`config.mk`:
```
export PLATFORM = sky130hd
export DESIGN_NAME = load_store_unit
export DESIGN_NICKNAME = d
export VERILOG_FILES = /design/src/rtl/load_store_unit.sv
export SDC_FILE = /design/constraint.sdc
export NUM_CORES = 1
export LEC_CHECK = 0
export BUFFER_PORTS_ARGS = -buffer_cell sky130_fd_sc_hd__buf_4
export CORE_ASPECT_RATIO = 0.75
export CORE_MARGIN = 2
export CORE_UTILIZATION = 35
export DETAILED_ROUTE_END_ITERATION = 8
export PLACE_DENSITY = 0.69
export SYNTH_ARGS = -nofsm -noshare
export SYNTH_HDL_FRONTEND = slang
export SYNTH_SLANG_ARGS = --single-unit
```
`constraint.sdc`:
```
create_clock -name clk -period 2.4 [get_ports clk]
set_input_delay 0.48 -clock clk [delete_from_list [all_inputs] [get_ports clk]]
set_output_delay 0.48 -clock clk [all_outputs]
set_load 0.05 [all_outputs]
```
`src/rtl/load_store_unit.sv`:
```
// -----------------------------------------------------------------------------
// load_store_unit
// Initiator-side bridge between the core datapath and a word-organised data
// memory (asynchronous read, rising-edge synchronous write). Accepts RV32I
// byte/halfword/word loads and stores, performs sign/zero extension on loads
// and read-modify-write for sub-word stores. Misaligned, out-of-range and
// illegal-funct3 requests are answered with an error and never reach memory.
//
// Ports:
//   clk, reset        clock (rising edge) and synchronous active-high reset
//   req_valid/ready   request handshake; ready is high only while idle
//   req_we            1 = store, 0 = load
//   req_funct3        RV32I width code (0 b, 1 h, 2 w, 4 bu, 5 hu)
//   req_addr          byte address
//   req_wdata         store data (low byte/half for sb/sh)
//   resp_valid        one-cycle completion pulse
//   resp_rdata        load result (0 for stores and errors), held until next accept
//   resp_err          request rejected, held until next accept
//   mem_addr          word index, 0 while idle
//   mem_write_data    word to write
//   mem_read_data     asynchronous read data from memory
//   mem_read          read strobe
//   mem_write         write strobe; memory commits on the edge while high
// -----------------------------------------------------------------------------
module load_store_unit #(
    parameter int MEM_AW = 8
) (
    input  logic              clk,
    input  logic              reset,
    input  logic              req_valid,
    output logic              req_ready,
    input  logic              req_we,
    input  logic [2:0]        req_funct3,
    input  logic [31:0]       req_addr,
    input  logic [31:0]       req_wdata,
    output logic              resp_valid,
    output logic [31:0]       resp_rdata,
    output logic              resp_err,
    output logic [MEM_AW-1:0] mem_addr,
    output logic [31:0]       mem_write_data,
    input  logic [31:0]       mem_read_data,
    output logic              mem_read,
    output logic              mem_write
);

    localparam logic [2:0] ST_IDLE     = 3'd0;
    localparam logic [2:0] ST_LOAD     = 3'd1;
    localparam logic [2:0] ST_STORE_RD = 3'd2;
    localparam logic [2:0] ST_STORE_WR = 3'd3;
    localparam logic [2:0] ST_RESP     = 3'd4;

    // Rejection rules evaluated on the raw request at acceptance.
    function automatic logic req_is_bad(input logic we, input logic [2:0] f3,
                                        input logic [31:0] addr);
        logic range_bad;
        logic f3_bad;
        logic align_bad;
        range_bad = ((addr >> (MEM_AW + 2)) != 32'd0);
        // Stores allow only 0..2; loads reject 3, 6 and 7.
        f3_bad    = we ? (f3[2] | (f3[1:0] == 2'b11))
                       : ((f3 == 3'd3) | (f3 == 3'd6) | (f3 == 3'd7));
        align_bad = ((f3[1:0] == 2'b01) & addr[0]) |
                    ((f3[1:0] == 2'b10) & (addr[1:0] != 2'b00));
        return range_bad | f3_bad | align_bad;
    endfunction

    // Lane selection plus sign/zero extension for a load result.
    function automatic logic [31:0] load_extend(input logic [2:0] f3,
                                                input logic [1:0] off,
                                                input logic [31:0] word);
        logic [7:0]  b;
        logic [15:0] h;
        logic [31:0] r;
        case (off)
            2'b00:   b = word[7:0];
            2'b01:   b = word[15:8];
            2'b10:   b = word[23:16];
            default: b = word[31:24];
        endcase
        h = off[1] ? word[31:16] : word[15:0];
        case (f3)
            3'd0:    r = {{24{b[7]}}, b};
            3'd1:    r = {{16{h[15]}}, h};
            3'd2:    r = word;
            3'd4:    r = {24'd0, b};
            3'd5:    r = {16'd0, h};
            default: r = 32'd0;
        endcase
        return r;
    endfunction

    // Replace the addressed byte/half of the current memory word with store data.
    function automatic logic [31:0] store_merge(input logic [2:0] f3,
                                                input logic [1:0] off,
                                                input logic [31:0] word,
                                                input logic [15:0] wd);
        logic [31:0] r;
        r = word;
        case (f3[1:0])
            2'b00: begin
                case (off)
                    2'b00:   r[7:0]   = wd[7:0];
                    2'b01:   r[15:8]  = wd[7:0];
                    2'b10:   r[23:16] = wd[7:0];
                    default: r[31:24] = wd[7:0];
                endcase
            end
            2'b01: begin
                if (off[1]) begin
                    r[31:16] = wd;
                end else begin
                    r[15:0] = wd;
                end
            end
            default: r = word;
        endcase
        return r;
    endfunction

    logic [2:0]        state_r, state_s;
    logic              req_ready_r, req_ready_s;
    logic              resp_valid_r, resp_valid_s;
    logic [31:0]       resp_rdata_r, resp_rdata_s;
    logic              resp_err_r, resp_err_s;
    logic [MEM_AW-1:0] mem_addr_r, mem_addr_s;
    logic [31:0]       mem_wdata_r, mem_wdata_s;   // doubles as the merge register
    logic              mem_read_r, mem_read_s;
    logic              mem_write_r, mem_write_s;
    logic [2:0]        funct3_r, funct3_s;
    logic [1:0]        off_r, off_s;
    logic [15:0]       wdata_r, wdata_s;

    // Next-state and next-output logic; every output is registered so strobes
    // are computed one state ahead and become visible in the owning state.
    always_comb begin
        state_s      = state_r;
        req_ready_s  = 1'b0;
        resp_valid_s = 1'b0;
        resp_rdata_s = resp_rdata_r;
        resp_err_s   = resp_err_r;
        mem_addr_s   = mem_addr_r;
        mem_wdata_s  = mem_wdata_r;
        mem_read_s   = 1'b0;
        mem_write_s  = 1'b0;
        funct3_s     = funct3_r;
        off_s        = off_r;
        wdata_s      = wdata_r;
        case (state_r)
            ST_IDLE: begin
                req_ready_s = 1'b1;
                mem_addr_s  = {MEM_AW{1'b0}};
                mem_wdata_s = 32'd0;
                if (req_valid) begin
                    req_ready_s  = 1'b0;
                    funct3_s     = req_funct3;
                    off_s        = req_addr[1:0];
                    wdata_s      = req_wdata[15:0];
                    mem_addr_s   = req_addr[MEM_AW+1:2];
                    resp_rdata_s = 32'd0;
                    resp_err_s   = 1'b0;
                    if (req_is_bad(req_we, req_funct3, req_addr)) begin
                        state_s      = ST_RESP;
                        resp_err_s   = 1'b1;
                        resp_valid_s = 1'b1;
                    end else if (!req_we) begin
                        state_s    = ST_LOAD;
                        mem_read_s = 1'b1;
                    end else if (req_funct3 == 3'd2) begin
                        // Full word store needs no read phase.
                        state_s     = ST_STORE_WR;
                        mem_write_s = 1'b1;
                        mem_wdata_s = req_wdata;
                    end else begin
                        state_s    = ST_STORE_RD;
                        mem_read_s = 1'b1;
                    end
                end else begin
                    state_s = ST_IDLE;
                end
            end
            ST_LOAD: begin
                resp_rdata_s = load_extend(funct3_r, off_r, mem_read_data);
                resp_valid_s = 1'b1;
                state_s      = ST_RESP;
            end
            ST_STORE_RD: begin
                mem_wdata_s = store_merge(funct3_r, off_r, mem_read_data, wdata_r);
                mem_write_s = 1'b1;
                state_s     = ST_STORE_WR;
            end
            ST_STORE_WR: begin
                resp_valid_s = 1'b1;
                state_s      = ST_RESP;
            end
            ST_RESP: begin
                req_ready_s = 1'b1;
                mem_addr_s  = {MEM_AW{1'b0}};
                mem_wdata_s = 32'd0;
                state_s     = ST_IDLE;
            end
            default: begin
                req_ready_s = 1'b1;
                mem_addr_s  = {MEM_AW{1'b0}};
                mem_wdata_s = 32'd0;
                state_s     = ST_IDLE;
            end
        endcase
    end

    // State and output registers with synchronous reset; reset drops any
    // in-flight transaction so no write strobe follows it.
    always_ff @(posedge clk) begin
        if (reset) begin
            state_r      <= ST_IDLE;
            req_ready_r  <= 1'b1;
            resp_valid_r <= 1'b0;
            resp_rdata_r <= 32'd0;
            resp_err_r   <= 1'b0;
            mem_addr_r   <= {MEM_AW{1'b0}};
            mem_wdata_r  <= 32'd0;
            mem_read_r   <= 1'b0;
            mem_write_r  <= 1'b0;
            funct3_r     <= 3'd0;
            off_r        <= 2'd0;
            wdata_r      <= 16'd0;
        end else begin
            state_r      <= state_s;
            req_ready_r  <= req_ready_s;
            resp_valid_r <= resp_valid_s;
            resp_rdata_r <= resp_rdata_s;
            resp_err_r   <= resp_err_s;
            mem_addr_r   <= mem_addr_s;
            mem_wdata_r  <= mem_wdata_s;
            mem_read_r   <= mem_read_s;
            mem_write_r  <= mem_write_s;
            funct3_r     <= funct3_s;
            off_r        <= off_s;
            wdata_r      <= wdata_s;
        end
    end

    assign req_ready      = req_ready_r;
    assign resp_valid     = resp_valid_r;
    assign resp_rdata     = resp_rdata_r;
    assign resp_err       = resp_err_r;
    assign mem_addr       = mem_addr_r;
    assign mem_write_data = mem_wdata_r;
    assign mem_read       = mem_read_r;
    assign mem_write      = mem_write_r;

endmodule

```
Word level (Yosys, flattened, before mapping)
Index checks and enable logic that the tools add are counted.

Equality and inequality tests: 18. Muxes and demuxes: 37. Bitwise operators: 10. Reduce and logical (&&, ||, !) cells: 13.

Operator list (number): 32-bit two-way mux (5); 32-bit one-hot mux with 5 select lines (1); 32-bit one-hot mux with 2 select lines (2); 32-bit one-hot mux with 3 select lines (1); 16-bit two-way mux (3); 8-bit two-way mux (5); 32-bit nonzero test (1); 8-bit one-hot mux with 3 select lines (1); 8-bit one-hot mux with 2 select lines (1); 3-bit by 2-bit equality test with 1-bit output (second input constant) (5); 3-bit equality test (second input constant) (4); 1-bit two-way mux (11); 3-bit one-hot mux with 3 select lines (1); 2-bit by 1-bit equality test with 1-bit output (second input constant) (3); 2-bit equality test (second input constant) (3); 3-bit by 1-bit equality test with 1-bit output (second input constant) (2); 3-bit zero test (2); 3-bit two-way mux (2); 1-bit bitwise OR (6); 1-bit one-hot mux with 2 select lines (3); 3-bit OR reduction (2); 2-bit zero test (2); 2-bit AND reduction (2); 2-bit nonzero test (2); other kinds (6) (8).

Register bits after elaboration: 101. Input bits: 103. Output and inout port bits: 77. Word-level logic and storage cells: 90.

Longest topological paths before layout
Gate-level depths: netlist of run 1.

Word-level depth: 9. Mapped depth: 7. Mapped depth without buffers: 5.

Worst setup path after synthesis of run 1
Ideal clock, no wire load.

Kind: input to register. Start: in reset. End: reg mem_wdata_r[14] (netlist: mem_write_data[14]). Library setup time: 0.074 ns. Arrival: 1.826 ns. Required time: 2.326 ns. Path slack: 0.499 ns. Stages on the path: 7. Path buffers: 2. Cell sequence: clkbuf_1 -> nor4b_1 -> clkbuf_1 -> o21ai_0 -> a221oi_1 -> a21oi_1 -> o21ai_0.

RTL lines: start: declaration (line 29) `input logic reset,`; end signal: assignment (line 233) `mem_wdata_r <= mem_wdata_s;`; end: declaration (line 126) `logic [31:0] mem_wdata_r, mem_wdata_s;`.

Worst setup path after layout of run 1
Start: reg funct3_r[0]. End: reg resp_rdata_r[30] (netlist: resp_rdata[30]).

Longest elaborated chain between the ends: 3. Elaborated cells between the ends (all ways): 7. Those cells by class: eq/ne (4); mux (2); reduce/logical (1).

RTL lines: start: declaration (line 129) `logic [2:0] funct3_r, funct3_s;`; start signal: assignment (line 236) `funct3_r <= funct3_s;`; 3-bit equality test, or another cell as far along (line 81) `case (f3)`; 32-bit one-hot mux with 5 select lines (*) (line 81); 32-bit one-hot mux with 2 select lines (*) (line 148) `case (state_r)`; end signal: assignment (line 230) `resp_rdata_r <= resp_rdata_s;`; end: declaration (line 123) `logic [31:0] resp_rdata_r, resp_rdata_s;`.

Every way passes the cells marked *; elsewhere a longest branch is shown, timed or not. A chain may end at the register's enable or synchronous reset.

==> results of run 1 <==
[registers in the layout (all words and copies together) (netlist names)]
signal / count
mem_write_data: 32
resp_rdata: 32
wdata_r: 16
mem_addr: 8
funct3_r: 3
state_r: 3
off_r: 2
mem_read: 1
mem_write: 1
req_ready: 1
resp_err: 1
resp_valid: 1
[worst reg2reg max path: cells and delay by family (launching register included)]
| kind | cells | cell delay (ps) |
|---|---|---|
| flip-flops | 1 | 350 |
| AO/OA/AOI/OAI | 3 | 1230 |
| AND/OR/NAND/NOR | 2 | 460 |
[area by class of cell]
cell class	count	area (um2)
Fill cell	1349	6940
Multi-Input combinational cell	484	2810
Sequential cell	101	2020
Timing Repair Buffer	208	1560
Clock buffer	13	260
Tap cell	175	219
Clock inverter	3	67.6
Inverter	3	11.3
[final timing paths]
path	slack, ps	end	startpoint
worst max-delay path	260	resp_rdata[30]	funct3_r[0]
worst min-delay path	320	mem_write_data[29]	req_wdata[29]
worst max register to register	260	resp_rdata[30]	funct3_r[0]
worst min register to register	450	wdata_r[8]	wdata_r[8]
[synth_stat cells (all sizes together) (5+ instances only)]
library cell	number	share of area
nor2b	5	0.0062
nor4	6	0.0075
nand2b	8	0.010
a21oi	74	0.074
o22ai	9	0.011
buf	12	0.014
o21ai	85	0.085
mux2	12	0.027
nor3	11	0.011
clkbuf	34	0.025
dfxtp	101	0.40
o21a	10	0.015
or2	10	0.012
nand2	124	0.093
mux2i	18	0.036
a221oi	24	0.042
nor2	23	0.017
a22o	8	0.014
nand3	14	0.014
[routing by layer]
| metal | track usage | part of all wire | vias up |
|---|---|---|---|
| met1 | 0.341 | 0.46 | 2567 |
| met5 | 0 | 0 | - |
| met3 | 0.0756 | 0.097 | 22 |
| met4 | 0.0304 | 0.0087 | 0 |
| li1 | - | - | 2649 |
| met2 | 0.362 | 0.43 | 291 |
[where the power goes]
| part | leakage (uW) | switching [uW] | internal, uW | total (uW) |
|---|---|---|---|---|
| clock | 0.000156 | 648 | 973 | 1620 |
| combinational | 0.00200 | 375 | 297 | 672 |
| sequential | 0.000819 | 37.3 | 1710 | 1740 |
| total | 0.00297 | 1060 | 2980 | 4040 |
[stage by stage]
step | total power [uW] | std cells
floorplan | 2130 | 634
global placement | 2430 | 971
CTS | 4040 | 987
global route | 4180 | 987
finish | 4040 | 987
detailed placement | 2430 | 971
[cells by family (layout without fill, tap and decap cells)]
family	count (synthesis)	after routing
AOI/OAI and AO/OA	233	233
xor gates and xnor gates	1	1
buffers and inverters	49	227
DFF	101	101
muxes	31	31
and+or+nand+nor	219	219
==> impl_metrics.tcl, run 1 <==
set metrics [dict create \
    final_cell_area_um2 6950 \
    io_pins 180 \
    post_drt_wl_per_cell_um 18.7 \
    async_flop_share 0 \
    syn_avg_cell_area_um2 7.93 \
    worst_ep_arrival_time_ps 2400 \
    synth_simple_gate_area_frac 0.202 \
    cp_top_family "compound AO/OA/AOI/OAI gates" \
    cp.depth 5 \
    fmax_mhz 468 \
    die_area_um2 15300 \
    ys_types 51 \
    synth-compound-area-share 0.285 \
    syn_to_final_growth_pct 38.3 \
    clk_latency_ps 350 \
    cts.sinks 101 \
    path_cells "nor2_1 > nor2_1 > a2111oi_4 > a21oi_1 > o21ai_0" \
    cts_tree "yes" \
    ys_ff_latch 101 \
    p_leak_uw 0.00297 \
    holdPathStages 3 \
    routed_wl_um 18500 \
    final_util 0.501 \
    most-common-layout-cells "buf_4 (208), nand2_1 (124), dfxtp_1 (101)" \
    overflow 0 \
    antenna_found_initial 0 \
    post_cts_buffers 0 \
    drc 0 \
    worst_slack_ps 261 \
    synth_xor_area_frac 0.00174 \
    core_um2 13900 \
    gp_congestion 0.935 \
    powerDensity_nw_per_um2 581 \
    crit_path_top_delay_cell "a2111oi_4" \
    synth_top_family_by_area "compound AO/OA/AOI/OAI gates" \
    fin_nets 910 \
    synthCells 634 \
    dominantRegCellSynth "dfxtp_1" \
    grt_start_max_net_pins 35 \
    reg2regPathDepth 5 \
    dp_worst_setup_slack_ps 344 \
    cts_resized 0 \
    cts_buffers 9 \
    grt_usage 0.239 \
    die_y_um 108 \
    place_area_um2 6620 \
    cts_buffer_depth 2 \
    ys_seq_area_frac 0.402 \
    post_cts_hold_buffer_count 0 \
    fin_skew_ps 5.66 \
    final_common_cell "buf_4" \
    slew_viol_final 0 \
    grt_pass1_wl_um 28800 \
    hold_violations 0 \
    hold_class "input port to flop" \
    postRouteAntennaNets 0 \
    yosysWarningCount 0 \
    vdd_drop_max_mv 0.376 \
    fin_tns_setup_ps 0 \
    drtIter0Drc 568 \
    io_buffers 179 \
    cp_num_buf_inv 0 \
    cts_root_buffer "clkbuf_16" \
    synth.area.mux_share 0.0672 \
    max_stage_delay_ps 920 \
    grt_pass1_vias 5248 \
    setup_viol 0 \
    maxCapViolCount 0 \
    vias 5529 \
    cpMostUsedCell "nor2_1" \
    rsz0062_at_grt "no" \
    synth_edf_count 0 \
    worst_pin_slew_ps 1010 \
    start_util 0.362 \
    htreeDepth 3 \
    clkTransAtPathRegs_ps 70 \
    path_class "flop to flop" \
    viasPerCell 5.60 \
    n_antenna_cell 0 \
    synth_nets 737 \
    relSlewSlack 0.329 \
    worstPathRequired_ps 2660 \
    worstSetupStartpointType "flop" \
    hpwl_um 13700 \
    whs_ps 322 \
    crit_path_max_fanout 16 \
    num_rows 37 \
    drive_gt1_frac 0.312 \
    setup.worst_path.end_class "flop" \
    finalCritPeriodShare 0.891 \
    synthAdderAreaFrac 0 \
    fin_crit_ps 2140 \
    status "complete, no violations" \
    netlist_area_um2 5020 \
    die_w_um 142 \
    drt-pass1-iter-count 8 \
]
No activity file was read; power rests on OpenSTA's default activity.
==> run 2, diff against run 1 <==
Clock period 2.4 ns to 2.1 ns, I/O delays scaled along.
==> run 2 against run 1 <==
  * Non-clock buffer count rose by 11
  * Utilization increased by 0.58 points
  * First-iteration DRC count decreased by 13%
  * Design area grew 1.2%
  * Clock power up 7%
  * Count of clock-buffer cells in the layout is 1 lower
  * Sequential share of layout area shrank 0.31 points
  * Register-to-register slack lost 50 ps
  * Via count is 0.87% lower
  * Setup slack worse by 53 ps
  * Wire length is 2.5% lower
  * Critical path type unchanged
  * Critical endpoint is now mem_write_data[31]
==> impl_metrics.tcl, run 2 (synthesis results as in run 1) <==
set metrics [dict create \
    rsz0062_at_grt "no" \
    n_antenna_cell 0 \
    crit_path_max_fanout 24 \
    worst_pin_slew_ps 973 \
    worstPathRequired_ps 2330 \
    num_rows 37 \
    vias 5481 \
    io_buffers 179 \
    cts_buffers 9 \
    hold_class "input port to flop" \
    clk_latency_ps 350 \
    core_um2 13900 \
    vdd_drop_max_mv 0.425 \
    most-common-layout-cells "buf_4 (218), nand2_1 (124), dfxtp_1 (100)" \
    postRouteAntennaNets 0 \
    gp_congestion 0.937 \
    post_drt_wl_per_cell_um 18.1 \
    hpwl_um 13700 \
    cp_num_buf_inv 1 \
    drc 0 \
    crit_path_top_delay_cell "nor2b_1" \
    status "complete, no violations" \
    clkTransAtPathRegs_ps 70 \
    fin_tns_setup_ps 0 \
    setup.worst_path.end_class "flop" \
    slew_viol_final 0 \
    cts_resized 0 \
    cts_buffer_depth 2 \
    die_w_um 142 \
    overflow 0 \
    die_area_um2 15300 \
    fmax_mhz 529 \
    holdPathStages 3 \
    antenna_found_initial 1 \
    cts.sinks 101 \
    max_stage_delay_ps 370 \
    final_common_cell "buf_4" \
    path_class "flop to flop" \
    reg2regPathDepth 6 \
    post_cts_buffers 0 \
    worst_ep_arrival_time_ps 2130 \
    cts_tree "yes" \
    start_util 0.362 \
    path_cells "buf_4 > nor2b_1 > nand2_1 > o221ai_1 > o21ai_0 > o2bb2ai_1" \
    powerDensity_nw_per_um2 642 \
    fin_skew_ps 9.50 \
    fin_nets 921 \
    routed_wl_um 18000 \
    drive_gt1_frac 0.323 \
    grt_pass1_wl_um 27200 \
    viasPerCell 5.49 \
    hold_violations 0 \
    fin_crit_ps 1890 \
    grt_pass1_vias 5032 \
    cp.depth 6 \
    maxCapViolCount 0 \
    relSlewSlack 0.351 \
    dp_worst_setup_slack_ps 89.6 \
    finalCritPeriodShare 0.901 \
    cts_root_buffer "clkbuf_16" \
    syn_to_final_growth_pct 39.9 \
    grt_start_max_net_pins 33 \
    post_cts_hold_buffer_count 0 \
    setup_viol 0 \
    grt_usage 0.228 \
    fin_cells 998 \
    cp_top_family "compound AO/OA/AOI/OAI gates" \
    htreeDepth 3 \
    p_leak_uw 0.00302 \
    die_y_um 108 \
    drtIter0Drc 494 \
    worstSetupStartpointType "flop" \
    worst_slack_ps 208 \
    io_pins 180 \
    dp.cells 982 \
    drt-pass1-iter-count 6 \
]
[run 2: cell count changes in the layout (fill, tap and decap cells not counted)]
cell	previous run	this run
dfxtp_2	0	1
buf_12	0	1
clkbuf_1	2	1
buf_4	208	218
dfxtp_1	101	100
clkinv_4	0	1
inv_6	0	1
bufinv_16	2	1
[run 2: worst paths after layout]
| kind | from | end | slack [ps] |
|---|---|---|---|
| setup / recovery | funct3_r[0] | mem_write_data[31] | 210 |
| hold reg to reg | wdata_r[11] | wdata_r[11] | 450 |
| setup reg to reg | funct3_r[0] | mem_write_data[31] | 210 |
| hold / removal | req_wdata[29] | mem_write_data[29] | 260 |
[run 2: cell type report]
type,instances,area (um2)
Tap cell,175,219
Inverter,3,11.3
Clock inverter,4,55.1
Multi-Input combinational cell,484,2810
Fill cell,1373,6860
Sequential cell,101,2020
Timing Repair Buffer,219,1660
Clock buffer,12,256
[run 2: power breakdown]
part,switching (uW),internal [uW]
registers,41.5,1950
clock network,739,997
logic,430,359
total,1210,3310
[run 2: metal layers]
layer,global-route usage,wire [um]
met3,0.0574,1650
met5,0,13
met2,0.335,7610
met1,0.334,8500
met4,0.0537,256
[run 2: metrics by stage]
stage	hold WS, ps	area (um2)	utilization	total power (uW)
2_1_floorplan	431	5020	-	2440
3_3_place_gp	438	6720	0.484	2800
3_5_place_dp	444	6720	0.484	2800
4_1_cts	255	7030	0.506	4540
5_1_grt	265	7030	0.506	4670
6_report	261	7030	0.506	4520
[run 2: worst register-to-register path, stage by stage (launching register included)]
cell and delay (ps):
dfxtp_1 330, buf_4 270, nor2b_1 380, nand2_1 170, o221ai_1 290, o21ai_0 190, o2bb2ai_1 170
